--- src/rtl/alu_pkg.sv ---
// Shared definitions for the Y86 execute-stage ALU.
// Function codes, flag bundle and condition-code reset value.
package alu_pkg;

  localparam logic [3:0] FN_ADD = 4'd0;
  localparam logic [3:0] FN_SUB = 4'd1;
  localparam logic [3:0] FN_AND = 4'd2;
  localparam logic [3:0] FN_XOR = 4'd3;

  typedef struct packed {
    logic of;
    logic zf;
    logic sf;
  } flags_t;

  localparam flags_t CC_RST = '{of: 1'b0, zf: 1'b1, sf: 1'b0};

endpackage

--- src/rtl/alu_core.sv ---
// Combinational Y86 ALU: ADD/SUB/AND/XOR with OF/ZF/SF.
// Illegal function codes yield zero result, clear flags and raise err.
import alu_pkg::*;

module alu_core #(
  parameter int WIDTH = 64
) (
  input  logic [WIDTH-1:0] a,
  input  logic [WIDTH-1:0] b,
  input  logic [3:0]       fn,
  output logic [WIDTH-1:0] y,
  output flags_t           flags,
  output logic             err
);

  localparam int MSB = WIDTH - 1;

  always_comb begin
    y     = '0;
    flags = '0;
    err   = 1'b0;
    unique case (1'b1)
      fn == FN_ADD: begin
        y        = b + a;
        flags.of = (a[MSB] == b[MSB]) && (y[MSB] != b[MSB]);
      end
      fn == FN_SUB: begin
        y        = b - a;
        flags.of = (a[MSB] != b[MSB]) && (y[MSB] != b[MSB]);
      end
      fn == FN_AND: y = b & a;
      fn == FN_XOR: y = b ^ a;
      default:      err = 1'b1;
    endcase
    // an errored beat reports ZF=0 even though y is zero
    if (!err) begin
      flags.zf = (y == '0);
      flags.sf = y[MSB];
    end
  end

endmodule

--- src/rtl/alu_cc_pipe.sv ---
// Two-stage pipelined Y86 ALU with valid/ready handshake and CC register.
// CC register is built only when ALU_CC_EN is defined; otherwise cc_* read 0.
import alu_pkg::*;

module alu_cc_pipe #(
  parameter int WIDTH = 64
) (
  input  logic             clk,
  input  logic             rst,
  input  logic             in_valid,
  output logic             in_ready,
  input  logic [WIDTH-1:0] in_a,
  input  logic [WIDTH-1:0] in_b,
  input  logic [3:0]       in_fn,
  input  logic             in_set_cc,
  output logic             out_valid,
  input  logic             out_ready,
  output logic [WIDTH-1:0] out_y,
  output logic             out_of,
  output logic             out_zf,
  output logic             out_sf,
  output logic             out_err,
  output logic             cc_of,
  output logic             cc_zf,
  output logic             cc_sf
);

  logic             s1_valid;
  logic [WIDTH-1:0] s1_a;
  logic [WIDTH-1:0] s1_b;
  logic [3:0]       s1_fn;
  logic             s1_set_cc;
  logic             s2_set_cc;
  logic             s2_free;

  logic [WIDTH-1:0] core_y;
  flags_t           core_flags;
  logic             core_err;
  flags_t           out_flags;

  assign s2_free  = !out_valid || out_ready;
  assign in_ready = !s1_valid || s2_free;

  assign out_of = out_flags.of;
  assign out_zf = out_flags.zf;
  assign out_sf = out_flags.sf;

  always_ff @(posedge clk or posedge rst) begin
    if (rst) begin
      s1_valid  <= 1'b0;
      s1_a      <= '0;
      s1_b      <= '0;
      s1_fn     <= '0;
      s1_set_cc <= 1'b0;
    end else if (in_ready) begin
      s1_valid <= in_valid;
      if (in_valid) begin
        s1_a      <= in_a;
        s1_b      <= in_b;
        s1_fn     <= in_fn;
        s1_set_cc <= in_set_cc;
      end
    end
  end

  alu_core #(
    .WIDTH(WIDTH)
  ) u_core (
    .a    (s1_a),
    .b    (s1_b),
    .fn   (s1_fn),
    .y    (core_y),
    .flags(core_flags),
    .err  (core_err)
  );

  always_ff @(posedge clk or posedge rst) begin
    if (rst) begin
      out_valid <= 1'b0;
      out_y     <= '0;
      out_flags <= '0;
      out_err   <= 1'b0;
      s2_set_cc <= 1'b0;
    end else if (s2_free) begin
      out_valid <= s1_valid;
      if (s1_valid) begin
        out_y     <= core_y;
        out_flags <= core_flags;
        out_err   <= core_err;
        s2_set_cc <= s1_set_cc;
      end
    end
  end

`ifdef ALU_CC_EN
  flags_t cc;

  always_ff @(posedge clk or posedge rst) begin
    if (rst) begin
      cc <= CC_RST;
    end else if (out_valid && out_ready && s2_set_cc && !out_err) begin
      cc <= out_flags;
    end
  end

  assign cc_of = cc.of;
  assign cc_zf = cc.zf;
  assign cc_sf = cc.sf;
`else
  logic unused_set_cc;

  assign unused_set_cc = s2_set_cc;
  assign cc_of = 1'b0;
  assign cc_zf = 1'b0;
  assign cc_sf = 1'b0;
`endif

endmodule
--- config.mk ---
export PLATFORM = sky130hd
export DESIGN_NAME = alu_cc_pipe
export DESIGN_NICKNAME = d
export VERILOG_FILES = /design/src/rtl/alu_pkg.sv /design/src/rtl/alu_core.sv /design/src/rtl/alu_cc_pipe.sv
export SDC_FILE = /design/constraint.sdc
export NUM_CORES = 1
export LEC_CHECK = 0
export ABC_AREA = 1
export BUFFER_PORTS_ARGS = -buffer_cell sky130_fd_sc_hd__buf_2
export CORE_MARGIN = 3
export CORE_UTILIZATION = 40
export CTS_CLUSTER_SIZE = 14
export DETAILED_ROUTE_END_ITERATION = 7
export PLACE_DENSITY_LB_ADDON = 0.2
export SYNTH_ARGS = -nofsm -noshare
export SYNTH_HDL_FRONTEND = slang
export SYNTH_SLANG_ARGS = --single-unit
--- constraint.sdc ---
create_clock -name clk -period 14.1 [get_ports clk]
set_input_delay 2.115 -clock clk [delete_from_list [all_inputs] [get_ports clk]]
set_output_delay 2.115 -clock clk [all_outputs]
set_load 0.02 [all_outputs]
After elaboration in Yosys (flattened, before gate mapping)
Index checks and enable logic that the tools add are counted.
Widths: inputs -> output; s select.
{"block": "classes", "reduce_logical": 11, "n_eq_ne": 7, "addsub": 2, "n_bitwise": 2, "muxes": 4}
{"operator": "$pmux 64 s4", "count": 1}
{"operator": "$add 64x64->64", "count": 1}
{"operator": "$and 64x64->64", "count": 1}
{"operator": "$logic_not 64->1", "count": 1}
{"operator": "$sub 64x64->64", "count": 1}
{"operator": "$xor 64x64->64", "count": 1}
{"operator": "$eq 4x2->1 const B", "count": 2}
{"operator": "$eq 4x1->1 const B", "count": 1}
{"operator": "$logic_not 4->1", "count": 1}
{"operator": "$reduce_and 2->1", "count": 2}
{"operator": "$reduce_or 4->1", "count": 1}
{"operator": "$ne 1x1->1", "count": 3}
{"operator": "$logic_and 1x1->1", "count": 2}
{"operator": "$logic_not 1->1", "count": 2}
{"operator": "$logic_or 1x1->1", "count": 2}
{"operator": "$mux 2", "count": 1}
{"operator": "$pmux 1 s2", "count": 1}
{"operator": "$eq 1x1->1", "count": 1}
{"operator": "$mux 1", "count": 1}
{"block": "word_totals", "word_cells": 36, "in_bits": 137, "regBits": 202, "out_inout_bits": 73}

Logic depth before layout (Yosys ltp)
{"block": "depth", "depth_word": 4, "mapped_depth": 26, "depth_no_buf": 25}

Modules after synthesis
A second synthesis with hierarchy kept.
{"block": "unflattened", "cells_unflattened": 3648, "hier_area_um2": 21732.1}
{"mod": "alu_core", "area_per_inst_um2": 13770.7, "cells_per_inst": 2769, "seq_area_each_um2": 0.0, "instances": 1}
{"mod": "alu_cc_pipe", "area_per_inst_um2": 7961.4, "cells_per_inst": 879, "seq_area_each_um2": 5054.8, "instances": 1}

Worst setup path after synthesis
Ideal clock, no wire load.
{"block": "synth_timing", "path_type": "input -> output", "start": "input out_ready", "end": "output in_ready", "setup_slack_ns": 9.617, "cell_stages": 2, "t_arrival_ns": 2.368, "path_buffers": 0, "t_required_ns": 11.985, "cell_sequence": "inv_1 nand3_1"}
{"block": "synth_between", "elab_chain_len": 2}
{"item": "start, declared", "line": "alu_cc_pipe.sv:17", "source": "input logic out_ready,"}
{"item": "$logic_or 1x1->1", "line": "alu_cc_pipe.sv:41", "source": "assign s2_free = !out_valid || out_ready;"}
{"item": "$logic_or 1x1->1", "line": "alu_cc_pipe.sv:42", "source": "assign in_ready = !s1_valid || s2_free;"}
{"item": "end, declared", "line": "alu_cc_pipe.sv:11", "source": "output logic in_ready,"}
Every way passes these cells.

Worst setup path after layout
Same ends and word-level chain as after synthesis.

==> impl_metrics.env <==
export IMPL_drt_iter0_drc=2029
export IMPL_synth_largest_area_cell="dfrtp_1"
export IMPL_synth_compound_area_share_pct=9.07
export IMPL_synth_fa_ha_area_share_pct=7.71
export IMPL_p_seq_share_pct=22.9
export IMPL_vias=22800
export IMPL_maxCapViolCount=0
export IMPL_cp_arrival_ns=2.61
export IMPL_nNetsFinal=4023
export IMPL_drcViolationCount=0
export IMPL_vias_per_cell=5.12
export IMPL_fp_dieH_um=237
export IMPL_cp_data_required_time_ns=11.98
export IMPL_antenna_found_initial=2
export IMPL_fin_crit_ns=4.72
export IMPL_dieWidth_um=237
export IMPL_cts_repair_resized=0
export IMPL_syn_area_per_cell_sq_um=5.86
export IMPL_synth_edf_count=0
export IMPL_holdCritPathClass="register to register"
export IMPL_synthesis_area_sq_um=21300
export IMPL_critPathKind="input port to primary output"
export IMPL_fin_setup_tns_ns=0
export IMPL_avgRoutedWirePerCell_um=18.3
export IMPL_synth_xor_area_share_pct=0.0823
export IMPL_clk_pin_slew_worst_paths_ns=0.05
export IMPL_muxShareOfSynthArea_pct=3.49
export IMPL_clock_latency_ns=0.53
export IMPL_syn2layout_area_growth_pct=9.47
export IMPL_end_kind="primary output"
export IMPL_pre_cts_ws_ns=9.38
export IMPL_netlist_instances=3633
export IMPL_cts_root_buf="clkbuf_16"
export IMPL_synth_warnings=0
export IMPL_finalClockSkew_ns=0.00976
export IMPL_fillers=5788
export IMPL_cts_buffer_depth=3
export IMPL_synth_area_leaders="dfrtp_1, nand2_1, inv_1"
export IMPL_netlist_cell_type_count=47
export IMPL_worstMarginPinSlew_ns=0.985
export IMPL_ant_nets=0
export IMPL_synthSimpleGateAreaFrac_pct=40.4
export IMPL_dr_pass1_iters=6
export IMPL_ioPinCount=210
export IMPL_cts_tree="done"
export IMPL_clock_power_share_pct=17.4
export IMPL_post_cts_setup_buffers=0
export IMPL_setup_violations=0
export IMPL_fmax_mhz=212
export IMPL_gp_congestion=1.01
export IMPL_numPortBuffers=205
export IMPL_grt_util_all_layers_pct=28.2
export IMPL_synth_most_common_cell="nand2_1"
export IMPL_core_sq_um=52000
export IMPL_p_switching_mw=1.73
export IMPL_drive_gt1_share_pct=12.1
export IMPL_rsz0062_at_grt="false"
export IMPL_grt_pass1_wl_um=122000
export IMPL_cts_buffers=23
export IMPL_status="complete, no violations"
export IMPL_die_area_sq_um=56000
export IMPL_async_reset_ff_share_pct=100
export IMPL_internal_power_mw=1.58
export IMPL_power_density_nw_per_um2=142
export IMPL_synth_flop_cell="dfrtp_1"
export IMPL_irDropWorstVdd_mv=0.0900
export IMPL_synthDominantCellAreaShare_pct=23.6
export IMPL_synth_top_family_by_area="simple AND/OR/NAND/NOR gates"
export IMPL_p_comb_share_pct=59.6
export IMPL_leakage_nw=13.3
export IMPL_slew_violations=0
export IMPL_finalCritPeriodShare_pct=33.5
export IMPL_tritoncts_num_sinks=201
export IMPL_grt_pass1_vias=21100
export IMPL_core_rowCount=83
export IMPL_timing_final_ws_setup_ns=9.38
export IMPL_slew_headroom_pct=34.3
export IMPL_cts_hold_buf=0
export IMPL_htree_levels=1
export IMPL_synth_seq_cells=201
export IMPL_worstPathMaxFanout=3
export IMPL_switching_share_pct=52.2
export IMPL_start_kind="input port"
export IMPL_antenna_cells=0
export IMPL_finalHoldViolations=0
export IMPL_start_util_pct=40.9
export IMPL_totalWireLength_um=81500
export IMPL_ys_seq_area_share_pct=23.6
export IMPL_grt_ovfl_total=0
export IMPL_dp_final_hpwl_um=67400
export IMPL_grt_max_degree=89
export IMPL_synth_commonest_cells="nand2_1, inv_1, nor2_1"
final cells by class:
type / instances / area (sq um) / area share [%]
multi-input combinational: 2611 / 13000 / 55.6
sequential: 201 / 5030 / 21.6
inverter: 702 / 2640 / 11.3
timing repair buffer: 217 / 1120 / 4.79
tap: 680 / 851 / 3.65
clock buffer: 30 / 642 / 2.75
clock inverter: 8 / 68.8 / 0.295
power groups by stage:
stage	clock network, mW	registers [mW]	logic, mW
finish	0.577	0.758	1.97
global route	0.615	0.774	2.17
CTS	0.596	0.760	1.93
detailed placement	0	0.769	1.92
global placement	0	0.767	1.92
floorplan	0	0.816	1.29
layer usage:
metal	GRT usage, %	wire length, um
met1	41.8	38100
met2	41.9	33500
met3	5.04	7630
met4	7.62	2190
met5	0	0
cell usage in the layout (no fill, tap or decap), types with 3 or more instances in the layout:
master     instances
clkinv_2           6
nor2_2            56
nand2_1         1245
conb_1             3
o22ai_1           49
nand2_2           24
o21ai_1            9
a21oi_2            4
buf_2            205
inv_2             28
dfrtp_1          201
nor2_1           359
clkbuf_16         23
o21bai_1          15
clkbuf_8           4
nand3_2            9
clkbuf_1           3
mux2_2            66
buf_4             12
nand3b_1          19
nand3_1          255
inv_1            667
nor3_2             6
clkinv_1           6
a21boi_0           4
nor2_4             4
a21oi_1          179
nand4_1           47
nor3_1            21
o21ai_0           86
ha_1             128
critical path, cell delays in order:
cell and delay [ns]:
buf_2 0.09, inv_1 0.06, nand3_1 0.14, buf_2 0.20
through the flow:
stage | utilization (%) | instances | hold slack, ns | power (mW) | instance area (sq um)
after global placement | 43.4 | 4411 | 0.458 | 2.68 | 22600
after global routing | 44.8 | 4449 | 0.498 | 3.56 | 23300
final | 44.8 | 4449 | 0.472 | 3.31 | 23300
after detailed placement | 43.4 | 4411 | 0.463 | 2.69 | 22600
after CTS | 44.8 | 4449 | 0.479 | 3.28 | 23300
after floorplan | - | 3635 | 0.480 | 2.11 | 21300
sequential cells by signal, summed over array words and instances (netlist names):
signal	cells
out_valid	1
out_zf	1
out_err	1
s1_valid	1
s1_b	64
s1_fn	4
out_of	1
s1_a	64
out_y	64
final timing paths:
path	depth (start not counted)	slack, ns	startpoint	end
max in group asynchronous	3	11.14	rst	out_y[58]$_DFFE_PP0P_
worst max-delay path	4	9.38	out_ready	in_ready
worst max register to register	21	10.29	s1_b[2]$_DFFE_PP0P_	out_zf$_DFFE_PP0P_
worst min-delay path	2	0.47	out_y[40]$_DFFE_PP0P_	out_y[40]$_DFFE_PP0P_
min in group asynchronous	2	1.64	rst	s1_a[17]$_DFFE_PP0P_
worst min register to register	2	0.47	out_y[40]$_DFFE_PP0P_	out_y[40]$_DFFE_PP0P_
cells by family (layout without fill, tap and decap cells):
logic type,Yosys count,count (layout)
mux,66,66
simple gates,2055,2055
compound gates,355,355
xor+xnor,2,2
flops,201,201
fa+ha+maj,130,130
buf+inv,823,957
other cells,1,3
Power figures use the tool's default switching activity.
